File: src/rtl/hex_display_scheduler_if.sv
// Host/decoder-facing bundle of the HEX display scheduler: digit write port, blanking,
// shared-decoder loop (dec_value out, dec_seg back) and the latched segment outputs.
interface hex_display_scheduler_if #(
    parameter int NUM_DIGITS = 6
);
    logic                    wr_en;
    logic [2:0]              wr_addr;
    logic [3:0]              wr_data;
    logic [NUM_DIGITS-1:0]   blank_mask;
    logic [3:0]              dec_value;
    logic [6:0]              dec_seg;
    logic [7*NUM_DIGITS-1:0] hex_out;
    logic                    frame_done;

    modport master (
        output wr_en, wr_addr, wr_data, blank_mask, dec_seg,
        input  dec_value, hex_out, frame_done
    );

    modport slave (
        input  wr_en, wr_addr, wr_data, blank_mask, dec_seg,
        output dec_value, hex_out, frame_done
    );
endinterface

File: src/rtl/hex_display_scheduler.sv


// state   | meaning
// LOAD    | present digit_reg[idx] to the shared decoder (cnt = 0)
// CAPTURE | latch decoder output (or dark) into slice idx (cnt = 1)
// WAIT    | hold until the slot ends, then advance idx (cnt >= 2)
module hex_display_scheduler #(
    parameter int NUM_DIGITS  = 6,
    parameter int REFRESH_DIV = 4
) (
    input  logic                  clk,
    input  logic                  rst_n,
    hex_display_scheduler_if.slave bus
);
    localparam int             CW       = (REFRESH_DIV > 2) ? $clog2(REFRESH_DIV) : 1;
    localparam logic [CW-1:0]  CNT_LAST = CW'(REFRESH_DIV - 1);
    localparam logic [2:0]     IDX_LAST = 3'(NUM_DIGITS - 1);

    typedef enum logic [1:0] {LOAD, CAPTURE, WAIT} state_t;

    state_t                  state;
    logic [CW-1:0]           cnt;
    logic [2:0]              idx;
    logic [3:0]              digit_reg [NUM_DIGITS];
    logic [3:0]              dec_value_q;
    logic [7*NUM_DIGITS-1:0] hex_q;
    logic                    frame_done_q;
    logic [NUM_DIGITS-1:0]   blank;
    logic [3:0]              cur_digit;
    logic                    cur_blank;
    logic                    slot_end;
    logic [2:0]              idx_next;

`ifdef LEADING_ZERO_BLANK_EN
    logic [NUM_DIGITS-1:0] lz;
    logic                  run_zero;

    // run_zero stays set while every digit from the top down to i is zero
    always_comb begin
        lz       = '0;
        run_zero = 1'b1;
        for (int i = NUM_DIGITS - 1; i >= 0; i--) begin
            run_zero = run_zero && (digit_reg[i] == 4'h0);
            lz[i]    = run_zero;
        end
        lz[0] = 1'b0;
        blank = bus.blank_mask | lz;
    end
`else
    assign blank = bus.blank_mask;
`endif

    always_comb begin
        cur_digit = 4'h0;
        cur_blank = 1'b0;
        for (int i = 0; i < NUM_DIGITS; i++) begin
            if (idx == 3'(i)) begin
                cur_digit = digit_reg[i];
                cur_blank = blank[i];
            end
        end
    end

    assign slot_end = (cnt == CNT_LAST);
    assign idx_next = (idx == IDX_LAST) ? 3'd0 : idx + 3'd1;

    always_ff @(posedge clk) begin
        if (!rst_n) begin
            state        <= LOAD;
            cnt          <= '0;
            idx          <= 3'd0;
            dec_value_q  <= 4'h0;
            hex_q        <= '1;
            frame_done_q <= 1'b0;
            for (int i = 0; i < NUM_DIGITS; i++) digit_reg[i] <= 4'h0;
        end else begin
            frame_done_q <= 1'b0;
            for (int i = 0; i < NUM_DIGITS; i++) begin
                if (bus.wr_en && (bus.wr_addr == 3'(i))) digit_reg[i] <= bus.wr_data;
            end
            case (state)
                LOAD: begin
                    dec_value_q <= cur_digit;
                    cnt         <= cnt + 1'b1;
                    state       <= CAPTURE;
                end
                CAPTURE, WAIT: begin
                    if (state == CAPTURE) begin
                        for (int i = 0; i < NUM_DIGITS; i++) begin
                            if (idx == 3'(i)) hex_q[7*i +: 7] <= cur_blank ? 7'b111_1111 : bus.dec_seg;
                        end
                        frame_done_q <= (idx == IDX_LAST);
                    end
                    // with REFRESH_DIV=2 the capture slot is also the last one
                    if (slot_end) begin
                        cnt   <= '0;
                        idx   <= idx_next;
                        state <= LOAD;
                    end else begin
                        cnt   <= cnt + 1'b1;
                        state <= WAIT;
                    end
                end
                default: begin
                    cnt   <= '0;
                    state <= LOAD;
                end
            endcase
        end
    end

    assign bus.dec_value  = dec_value_q;
    assign bus.hex_out    = hex_q;
    assign bus.frame_done = frame_done_q;
endmodule

File: src/flat_wrapper.sv
// flat-port wrapper written by rule: the top's interface ports become plain ports
module hex_display_scheduler_flat 
#(
    parameter int NUM_DIGITS  = 6,
    parameter int REFRESH_DIV = 4
)
  (clk, rst_n, bus_wr_en, bus_wr_addr, bus_wr_data, bus_blank_mask, bus_dec_seg, bus_dec_value, bus_hex_out, bus_frame_done);
  hex_display_scheduler_if #(.NUM_DIGITS(NUM_DIGITS)) bus_i ();
  input  logic clk;
  input  logic rst_n;
  input wire logic [$bits(bus_i.wr_en)-1:0] bus_wr_en;
  input wire logic [$bits(bus_i.wr_addr)-1:0] bus_wr_addr;
  input wire logic [$bits(bus_i.wr_data)-1:0] bus_wr_data;
  input wire logic [$bits(bus_i.blank_mask)-1:0] bus_blank_mask;
  input wire logic [$bits(bus_i.dec_seg)-1:0] bus_dec_seg;
  output wire logic [$bits(bus_i.dec_value)-1:0] bus_dec_value;
  output wire logic [$bits(bus_i.hex_out)-1:0] bus_hex_out;
  output wire logic [$bits(bus_i.frame_done)-1:0] bus_frame_done;
  assign bus_i.wr_en = bus_wr_en;
  assign bus_i.wr_addr = bus_wr_addr;
  assign bus_i.wr_data = bus_wr_data;
  assign bus_i.blank_mask = bus_blank_mask;
  assign bus_i.dec_seg = bus_dec_seg;
  assign bus_dec_value = bus_i.dec_value;
  assign bus_hex_out = bus_i.hex_out;
  assign bus_frame_done = bus_i.frame_done;
  hex_display_scheduler #(.NUM_DIGITS(NUM_DIGITS), .REFRESH_DIV(REFRESH_DIV)) u_core (.clk(clk), .rst_n(rst_n), .bus(bus_i));
endmodule
File: config.mk
export PLATFORM = sky130hd
export DESIGN_NAME = hex_display_scheduler_flat
export DESIGN_NICKNAME = d
export VERILOG_FILES = /design/src/rtl/hex_display_scheduler_if.sv /design/src/rtl/hex_display_scheduler.sv /design/src/flat_wrapper.sv
export SDC_FILE = /design/constraint.sdc
export NUM_CORES = 1
export LEC_CHECK = 0
export BUFFER_PORTS_ARGS = -buffer_cell sky130_fd_sc_hd__buf_2
export CORE_MARGIN = 2
export CORE_UTILIZATION = 45
export CTS_BUF_LIST = sky130_fd_sc_hd__clkbuf_8
export DETAILED_ROUTE_END_ITERATION = 10
export PLACE_DENSITY = 0.68
export SYNTH_ARGS = -nofsm -noshare
export SYNTH_HDL_FRONTEND = slang
export SYNTH_SLANG_ARGS = --single-unit
File: constraint.sdc
create_clock -name clk -period 3.02 [get_ports clk]
set_input_delay 0.453 -clock clk [delete_from_list [all_inputs] [get_ports clk]]
set_output_delay 0.453 -clock clk [all_outputs]
set_load 0.01 [all_outputs]
* Word level (Yosys, flattened, before mapping)
Memory sizes are Yosys's and may differ from the RTL's.
Index checks and enable logic that the tools add are counted.
** Word-level totals
- Bits in read-only memories :: 0
- Bits of input ports :: 23
- Memories kept :: 1
- Flip-flop bits (word level) :: 54
- Bits in latches :: 0
- Bits in writable memories :: 24
** Cells by class
- Bitwise operators :: 6
- Shift operators :: 0
- Equality and inequality tests :: 13
- Divide/modulo/power cells :: 0
- $mul :: 0
- $add $sub $neg :: 2
- Reductions and logical operators :: 18
- Mux-type cells :: 43
- $lt $le $gt $ge :: 0
** Memory list
- u_core.digit_reg :: words 6, width 4, rd ports 6, clocked after memory_dff 0, write ports 6, line hex_display_scheduler.sv:24 : logic [3:0] digit_reg [NUM_DIGITS];
** Operator list (count)
- $mux W4 :: 12
- $mux W1 :: 25
- $reduce_and A3 Y1 :: 7
- $eq A3 B2 Y1 const B :: 4
- $eq A3 B3 Y1 const B :: 4
- $pmux W2 S2 :: 2
- $mux W7 :: 1
- $eq A3 B1 Y1 const B :: 2
- $logic_and A1 B1 Y1 :: 6
- $logic_not A3 Y1 :: 2
- $or A1 B1 Y1 :: 6
- $eq A2 B2 Y1 const B :: 2
- $mux W2 :: 2
- $add A3 B1 Y3 const B :: 1
- $mux W3 :: 1
- $add A2 B1 Y2 const B :: 1
- $eq A2 B1 Y1 const B :: 1
- $logic_not A2 Y1 :: 1
- $reduce_and A2 Y1 :: 1
- $reduce_or A2 Y1 :: 1

* Depth between registers and ports, before layout
Gate-level depths: netlist (run 1).
- Depth after elaboration :: 8
- Depth in mapped cells :: 10

* Least setup slack after synthesis (run 1)
Ideal clock, no wire load.
- Kind :: register -> register
- Start :: register u_core.idx[0]
- End :: register u_core.hex_q[0] (netlist: u_core.bus.hex_out[0])
- Path slack :: 0.757 ns
- Setup time :: 0.122 ns
- Path buffers :: 4
- Cell stages (with the launch flop) :: 11
- Clock period less this slack :: 2.263 ns
- Arrival :: 2.141 ns
- Cell sequence :: dfxtp_1 -> buf_2 -> buf_1 -> and2_1 -> ha_1 -> buf_2 -> nor2_1 -> o21ai_1 -> o211ai_4 -> buf_6 -> o32a_1
** On the way
- Longest elaborated chain between the ends :: 8
- Elaborated cells on any way between the ends :: 14
- Classes of those cells :: 5 x eq/ne; 7 x mux; 2 x reduce/logical
** Ends and longest elaborated chain
- start: declaration :: line hex_display_scheduler.sv:23 : logic [2:0] idx;
- start signal: assignment :: line hex_display_scheduler.sv:97 : idx <= idx_next;
- $logic_not A3 Y1 :: line hex_display_scheduler.sv:57, hex_display_scheduler.sv:90
- $mux W1 (6 in series) :: line hex_display_scheduler.sv:57 : if (idx == 3'(i)) begin
- $mux W7 :: line hex_display_scheduler.sv:90 : if (idx == 3'(i)) hex_q[7*i +: 7] <= cur_blank ? 7'b111_1111 : bus.dec_seg;
- end signal: indexed assignment :: line hex_display_scheduler.sv:90
- end: declaration :: line hex_display_scheduler.sv:26 : logic [7*NUM_DIGITS-1:0] hex_q;
Parallel ways exist; a longest one is shown, timed or not.
A chain may end at the register's enable or synchronous reset.

* Final worst setup path (run 1)
- Start :: register u_core.idx[2]
- End :: register u_core.hex_q[16] (netlist: u_core.bus.hex_out[16])
** On the way
- Longest elaborated chain between the ends :: 8
- Elaborated cells on any way between the ends :: 14
- Classes of those cells :: 5 x eq/ne; 7 x mux; 2 x reduce/logical
** Ends and longest elaborated chain (line)
- $logic_not A3 Y1 :: hex_display_scheduler.sv:57
- $mux W1 (6 in series) :: hex_display_scheduler.sv:57
- $mux W7 :: hex_display_scheduler.sv:90
Parallel ways exist; a longest one is shown, timed or not.

==> summary.txt, run 1 <==
Yosys top cell by area: dfxtp_1
H-tree Lvls: 3
initial antenna violation count: 0
cell area power density: 632.9 mW/mm^2
post_cts resized: 0
vias per std cell: 5.441
WL final: 7.143 mm
Post-synth EDFFs: 24
Synth async-reset ratio: 0
Slew @ Worst Pin: 755.6 ps
CP Launch Point: u_core.idx[2]
Top-Level Pins: 70
Syn Area/Cell: 11.83 um^2
CTS Buf Count: 9
largest net degree at the start of global routing: 29
syn_nets: 296
crit end category: flop
r2r worst-path depth: 6
Tcrit/Tclk final: 0.7827
CTS clk-pin slew, worst paths: 90 ps
area grow syn2layout: 21.43%
worst reg2reg endpoint: u_core.bus.hex_out[16]
min-delay src: u_core.cnt[0]
CTS tree: done
max reg flops: 42
status: finished, final reports clean
DR WL/cell: 16.23 um
gr ovfl total: 0
CTS max path bufs: 2
fraction of power consumed by the clock network: 0.403
number of global-route vias before repair: 2,192
cts hold-fix bufs: 0
Die Ht: 87.79 um
Sw Ratio: 0.2550
row count: 30
Setup Buffers After CTS: 0
die area: 0.007707 mm^2
root buffer cell: clkbuf_8
Max Slew Vio Count: 0
Tot Pwr: 2.428 mW
Setup WS post-layout: 656.4 ps
port buffer count: 69
n_diodes: 0
final setup vio count: 0
GPL Wtd Cong: 0.8395
initial DRC count: 150
GRT Total Usage: 0.1918
most frequent cells after synthesis: dfxtp_1 (54), o32a_1 (28), and2_1 (26), edfxtp_1 (24), nand2_1 (16)
top-count cell post-synth: dfxtp_1
Setup TNS: 0 ps
max-cap violations: 0
clock sinks: 78
switching pwr: 619.0 uW
post-synthesis sequential area ratio: 0.5703
ys flop type: dfxtp_1
number of vias in the routed layout: 2,394
Nets: 368
DRC Markers: 0
P_leak: 1.377 nW
Syn. warnings: 0
hold depth: 1
pre-CTS setup slack: 699.3 ps
DR pass1 iterations: 4
Power Internal: 1.809 mW
Die X-Extent: 87.79 um
worst skew pair latency: 360 ps
Arr. time, crit path: 2660 ps
reg2reg start: u_core.idx[2]
final count of hold timing violations: 0
slew margin rel.: 0.4939
Min-Delay Path Class: reg -> reg
unique cell type count in the Yosys netlist: 38
Period minus WS final: 2364 ps
initial core utilization: 0.4650
Min-Delay Endpoint: u_core.cnt[0]
Max IR drop VDD: 0.3169 mV
RSZ-0062 raised after global routing: false
Fmax: 0.4231 GHz
Crit Path Max Fanout: 28
worst reg2reg setup slack: 660 ps
first-pass GRT wire length: 11.19 mm
Seq pwr share: 0.482
top cells by area, synth: dfxtp_1 (34%), edfxtp_1 (23%), o32a_1 (8.9%), and2_1 (5.1%), mux2i_1 (2.9%)
worst clock skew: 15.61 ps
synthesized flop and latch total: 78
core area: 0.006794 mm^2
Crit path required time: 3320 ps
top-area cell type share of the netlist area: 0.3422
Post-Syn Area: 0.003159 mm^2
Comb pwr share: 0.116
kind of critical path: reg -> reg
HPWL after detailed placement: 5.155 mm
antenna viol nets, final: 0
layout cells sized above 1: 0.2762
Critical Path Source Type: flop
Post-Syn Instances: 267
worst max-delay path: stages (launching register included):
cell and delay (ps):
dfxtp_1 470, inv_1 90, ha_1 320, nor2_1 300, o21ai_1 190, o211ai_4 670, o32a_1 270
cell families (layout without fill, tap and decap cells):
logic type / Yosys count / count (layout) / share of synthesized area
adder cells (fa/ha/maj): 6 / 6 / 0.02376
AND/OR/NAND/NOR: 81 / 81 / 0.1378
buffers and inverters: 18 / 95 / 0.02812
XOR/XNOR: 1 / 1 / 0.002773
flip-flops: 78 / 78 / 0.5703
AO/OA/AOI/OAI: 74 / 74 / 0.2087
multiplexers: 9 / 9 / 0.02852
layout by cell type (no fill, tap or decap), drive strengths merged:
master / synthesis / layout
a211oi: 5 / 5
a21oi: 3 / 3
a221oi: 4 / 4
a31o: 1 / 1
a31oi: 1 / 1
and2: 26 / 26
and3: 1 / 1
and3b: 1 / 1
buf: 8 / 72
bufinv: 0 / 3
clkbuf: 3 / 9
clkinv: 0 / 1
dfxtp: 54 / 54
edfxtp: 24 / 24
ha: 6 / 6
inv: 7 / 10
mux2i: 9 / 9
nand2: 16 / 16
nand2b: 6 / 6
nand3: 5 / 5
nor2: 14 / 14
nor2b: 4 / 4
nor3: 4 / 4
nor3b: 2 / 2
nor4bb: 1 / 1
o2111ai: 1 / 1
o211ai: 1 / 1
o21ai: 10 / 10
o22a: 7 / 7
o2bb2ai: 4 / 4
o31ai: 2 / 2
o32a: 28 / 28
o32ai: 7 / 7
or2: 1 / 1
xnor2: 1 / 1
power by group through the flow:
stage | logic, mW | registers (mW) | clock network [mW]
2_1_floorplan | 0.171 | 1.20 | 0
3_3_place_gp | 0.276 | 1.19 | 0
3_5_place_dp | 0.280 | 1.19 | 0
4_1_cts | 0.282 | 1.17 | 0.984
5_1_grt | 0.311 | 1.18 | 1.03
6_report | 0.281 | 1.17 | 0.977
layer usage:
layer | GRT usage | wire (um) | share of wire
met5 | 0 | 0 | 0
met4 | 0.08811 | 160 | 0.022
met3 | 0.04430 | 314 | 0.044
met2 | 0.3010 | 3383 | 0.47
met1 | 0.2524 | 3284 | 0.46
worst max path at each step:
stage,cells past startpoint,endpoint,slack (ps)
floorplan,10,u_core.bus.hex_out[0],760
global placement,6,u_core.bus.hex_out[2],830
detailed placement,6,u_core.bus.hex_out[16],700
CTS,6,u_core.bus.hex_out[16],680
global route,6,u_core.bus.hex_out[16],500
finish,6,u_core.bus.hex_out[16],660
through the flow:
stage / std cells / utilization / hold slack, ps / instance area [um^2]
after floorplan: 267 / - / 407.4 / 3159
after global placement: 424 / 0.5276 / 418.2 / 3585
after detailed placement: 424 / 0.5276 / 430.3 / 3585
after CTS: 440 / 0.5646 / 435.4 / 3836
after global routing: 440 / 0.5646 / 445.0 / 3836
final: 440 / 0.5646 / 439.0 / 3836
final cells by class:
cell class	count	area, um^2
Fill cell	604	2958
Sequential cell	78	1802
Multi-Input combinational cell	171	1269
Timing Repair Buffer	72	367.9
Clock inverter	7	127.6
Clock buffer	9	123.9
Tap cell	96	120.1
Inverter	7	26.28
(Power assumes the default switching activity.)
==> run 2, diff against run 1 <==
==> constraint.sdc (replaced) <==
create_clock -name clk -period 2.4 [get_ports clk]
set_input_delay 0.36 -clock clk [delete_from_list [all_inputs] [get_ports clk]]
set_output_delay 0.36 -clock clk [all_outputs]
set_load 0.01 [all_outputs]
==> summary.txt, run 2 (same netlist as run 1, synthesis figures left out) <==
status: finished, final reports clean
Sw Ratio: 0.2604
CP max-delay cell: o2111ai_1
antenna viol nets, final: 0
row count: 30
layout cells sized above 1: 0.2775
port buffer count: 69
initial core utilization: 0.4650
Period minus WS final: 2091 ps
Fmax: 0.4783 GHz
H-tree Lvls: 3
Arr. time, crit path: 2390 ps
fraction of power consumed by the clock network: 0.349
area grow syn2layout: 20.24%
most common cell after layout, fill and taps aside: buf_2
GRT Total Usage: 0.1906
Critical Path Source Type: flop
die area: 0.007707 mm^2
CTS clk-pin slew, worst paths: 80 ps
DR pass1 iterations: 4
final setup vio count: 0
Setup TNS: 0 ps
DR WL/cell: 16.12 um
Nets: 370
CP top delay family: compound AO/OA/AOI/OAI gates
vias per std cell: 5.385
final count of hold timing violations: 0
Max Slew Vio Count: 0
GR Util met1: 0.2394
grt met2 use: 0.3037
n_diodes: 0
gr ovfl total: 0
CTS Buf Count: 9
max reg flops: 42
GPL Wtd Cong: 0.7818
initial DRC count: 114
post_cts resized: 0
# placed instances: 426
non-filler cells in the finished layout: 442
Slew @ Worst Pin: 643.7 ps
number of global-route vias before repair: 2,170
Tcrit/Tclk final: 0.8711
worst clock skew: 13.78 ps
CP bufs+invs: 1
Crit Path Max Fanout: 9
crit end category: flop
clock sinks: 78
cts hold-fix bufs: 0
Util after Layout: 0.5591
CTS tree: done
number of vias in the routed layout: 2,380
Crit path required time: 2700 ps
CTS max path bufs: 2
Comb pwr share: 0.128
Min-Delay Path Class: in -> reg
RSZ-0062 raised after global routing: false
Die Ht: 87.79 um
initial antenna violation count: 0
core area: 0.006794 mm^2
root buffer cell: clkbuf_8
largest net degree at the start of global routing: 29
sequence of cells on the critical path: inv_1, ha_1, nor2_1, o21ai_1, o2111ai_1, o22a_1
kind of critical path: reg -> reg
WL final: 7.126 mm
Power Internal: 2.078 mW
Max IR drop VDD: 0.4554 mV
Seq pwr share: 0.523
grt met3 use: 0.05749
first-pass GRT wire length: 10.95 mm
max-cap violations: 0
HPWL after detailed placement: 5.262 mm
Tot Pwr: 2.810 mW
Top Usage Layer GRT: met2
DRC Markers: 0
critical path's largest stage delay: 570 ps
cell area power density: 739.6 mW/mm^2
slew margin rel.: 0.5672
commonest non-fill, non-tap cells in the layout: buf_2 (69), dfxtp_1 (54), o32a_1 (28)
P_leak: 1.368 nW
Setup Buffers After CTS: 0
switching pwr: 731.8 uW
Die X-Extent: 87.79 um
Top-Level Pins: 70
worst skew pair latency: 360 ps
run 2: cell count changes in the layout (fill, tap and decap cells not counted), sizes merged:
cell	before	now
buf	72	74
bufinv	3	1
clkbuf	9	10
clkinv	1	3
inv	10	9
run 2: through the flow:
stage	setup WS [ps]	hold slack, ps	instance area, um^2
floorplan	137.4	407.4	3159
global placement	430.4	420.1	3600
detailed placement	326.0	424.5	3600
CTS	320.4	344.6	3799
global route	145.4	338.7	3799
finish	309.3	359.3	3799
run 2: final timing paths:
path                            slack (ps)           start                      to  cells past startpoint
worst max register to register         310   u_core.idx[2]   u_core.bus.hex_out[8]                      6
worst min-delay path                   360  bus_dec_seg[5]  u_core.bus.hex_out[12]                      2
worst min register to register         440   u_core.cnt[0]           u_core.cnt[0]                      1
worst max-delay path                   310   u_core.idx[2]   u_core.bus.hex_out[8]                      6
run 2: area by class of cell:
cell class	instances	area [um^2]
Clock inverter	6	61.31
Inverter	7	26.28
Fill cell	614	2995
Sequential cell	78	1802
Multi-Input combinational cell	171	1269
Clock buffer	10	137.6
Tap cell	96	120.1
Timing Repair Buffer	74	382.9
run 2: per-layer routing:
layer	share of wire	vias to the layer above
met4	0.023	0
met3	0.045	14
li1	-	1175
met5	0	-
met1	0.46	1127
met2	0.47	64
run 2: power by group through the flow:
stage / Combinational, mW / Sequential [mW] / Clock [mW]
after global routing: 0.400 / 1.48 / 1.05
after CTS: 0.358 / 1.47 / 1.00
final: 0.358 / 1.47 / 0.981
after floorplan: 0.215 / 1.51 / 0
after detailed placement: 0.358 / 1.50 / 0
after global placement: 0.348 / 1.50 / 0
==> run 3, diff against run 2 <==
--- a/config.mk
+++ b/config.mk
@@ -6,9 +6,9 @@
 export NUM_CORES = 1
 export LEC_CHECK = 0
 export BUFFER_PORTS_ARGS = -buffer_cell sky130_fd_sc_hd__buf_2
+export CORE_ASPECT_RATIO = 0.7
 export CORE_MARGIN = 2
 export CORE_UTILIZATION = 45
-export CTS_BUF_LIST = sky130_fd_sc_hd__clkbuf_8
 export DETAILED_ROUTE_END_ITERATION = 10
 export PLACE_DENSITY = 0.68
 export SYNTH_ARGS = -nofsm -noshare
==> summary.txt, run 3 (same netlist as run 1, synthesis figures left out) <==
GRT Total Usage: 0.1984
met2 WL: 3.164 mm
Die X-Extent: 104.1 um
kind of critical path: reg -> reg
vias per std cell: 5.439
slew margin rel.: 0.5384
Min-Delay Path Class: in -> reg
area grow syn2layout: 19.76%
CTS max path bufs: 2
# fillers: 611
DR WL/cell: 16.64 um
CTS clk-pin slew, worst paths: 80 ps
P_leak: 1.359 nW
H-tree Lvls: 3
Nets: 370
Crit Path Max Fanout: 9
HPWL after detailed placement: 5.341 mm
Tot Pwr: 2.741 mW
placed cell area: 0.003597 mm^2
worst reg2reg setup slack: 230 ps
GPL Wtd Cong: 0.8036
initial core utilization: 0.4654
first-pass GRT wire length: 11.72 mm
RSZ-0062 raised after global routing: false
initial antenna violation count: 0
worst clock skew: 5.570 ps
Setup TNS: 0 ps
Setup Buffers After CTS: 0
crit end category: flop
CTS Buf Count: 9
Fmax: 0.4615 GHz
core area: 0.006788 mm^2
clock sinks: 78
max-cap violations: 0
port buffer count: 69
cell area power density: 724.5 mW/mm^2
Tcrit/Tclk final: 0.9029
root buffer cell: clkbuf_8
initial DRC count: 111
cts hold-fix bufs: 0
die area: 0.007718 mm^2
most common cell after layout, fill and taps aside: buf_2
n_diodes: 0
non-filler cells in the finished layout: 440
DR pass1 iterations: 4
commonest non-fill, non-tap cells in the layout: buf_2 (69), dfxtp_1 (54), o32a_1 (28)
DRC Markers: 0
post_cts resized: 0
Max Slew Vio Count: 0
wire length on met3: 326 um
worst skew pair latency: 340 ps
# placed instances: 424
antenna viol nets, final: 0
Critical Path Source Type: flop
Arr. time, crit path: 2460 ps
layout cells sized above 1: 0.2775
max reg flops: 42
row count: 25
final setup vio count: 0
Top-Level Pins: 70
WL final: 7.320 mm
number of global-route vias before repair: 2,266
number of vias in the routed layout: 2,393
Top Metal Used: met4
Die Ht: 74.11 um
status: finished, final reports clean
largest net degree at the start of global routing: 29
final count of hold timing violations: 0
Slew @ Worst Pin: 685.1 ps
Crit path required time: 2690 ps
gr ovfl total: 0
Finished Cell Area: 0.003784 mm^2
wl on met1: 3.739 mm
Period minus WS final: 2167 ps
CTS tree: done
Max IR drop VDD: 0.3413 mV
==> run 3: cell types whose count changed in the layout (fill, tap and decap cells not counted), sizes merged <==
cell	delta
clkbuf	+2
bufinv	-1
inv	-1
==> run 3: through the flow <==
step                hold WS (ps)  utilization  setup slack, ps
floorplan                  407.4            -            137.4
global placement           418.6       0.5300            410.4
detailed placement         426.3       0.5300            312.5
CTS                        364.0       0.5574            301.5
global route               370.0       0.5574            71.96
finish                     375.7       0.5574            233.0
==> run 3: path summary, 6_finish.rpt <==
| kind | start | end | cells past startpoint |
|---|---|---|---|
| max | u_core.idx[2] | u_core.bus.hex_out[13] | 6 |
| min reg2reg | u_core.cnt[0] | u_core.cnt[0] | 1 |
| min | bus_wr_data[3] | u_core.digit_reg[0][3] | 2 |
| max reg2reg | u_core.idx[2] | u_core.bus.hex_out[13] | 6 |
==> run 3: worst max-delay path: stages, from the launching register on <==
cell and delay [ps]:
dfxtp_1 480, inv_1 100, ha_1 220, nor2_1 270, o21ai_1 230, o2111ai_1 610
o22a_1 220
==> run 3: final cells by class <==
cell class                      count  area [um^2]  area share
Clock buffer                       12        157.7     0.04167
Clock inverter                      4        28.78    0.007606
Inverter                            7        26.28    0.006944
Multi-Input combinational cell    171         1269      0.3353
Sequential cell                    78         1802      0.4762
Tap cell                           94        117.6     0.03108
Timing Repair Buffer               74        382.9      0.1012
==> run 3: power breakdown <==
group | switching (mW) | total [mW] | internal, mW
registers | 0.0351 | 1.47 | 1.44
clock network | 0.464 | 0.910 | 0.446
logic | 0.225 | 0.359 | 0.134
total | 0.724 | 2.74 | 2.02
==> run 3: per-layer routing <==
metal	vias up	global-route usage
met5	-	0
met4	0	0.06607
met3	10	0.05083
met2	58	0.3034
met1	1150	0.2792
li1	1175	-
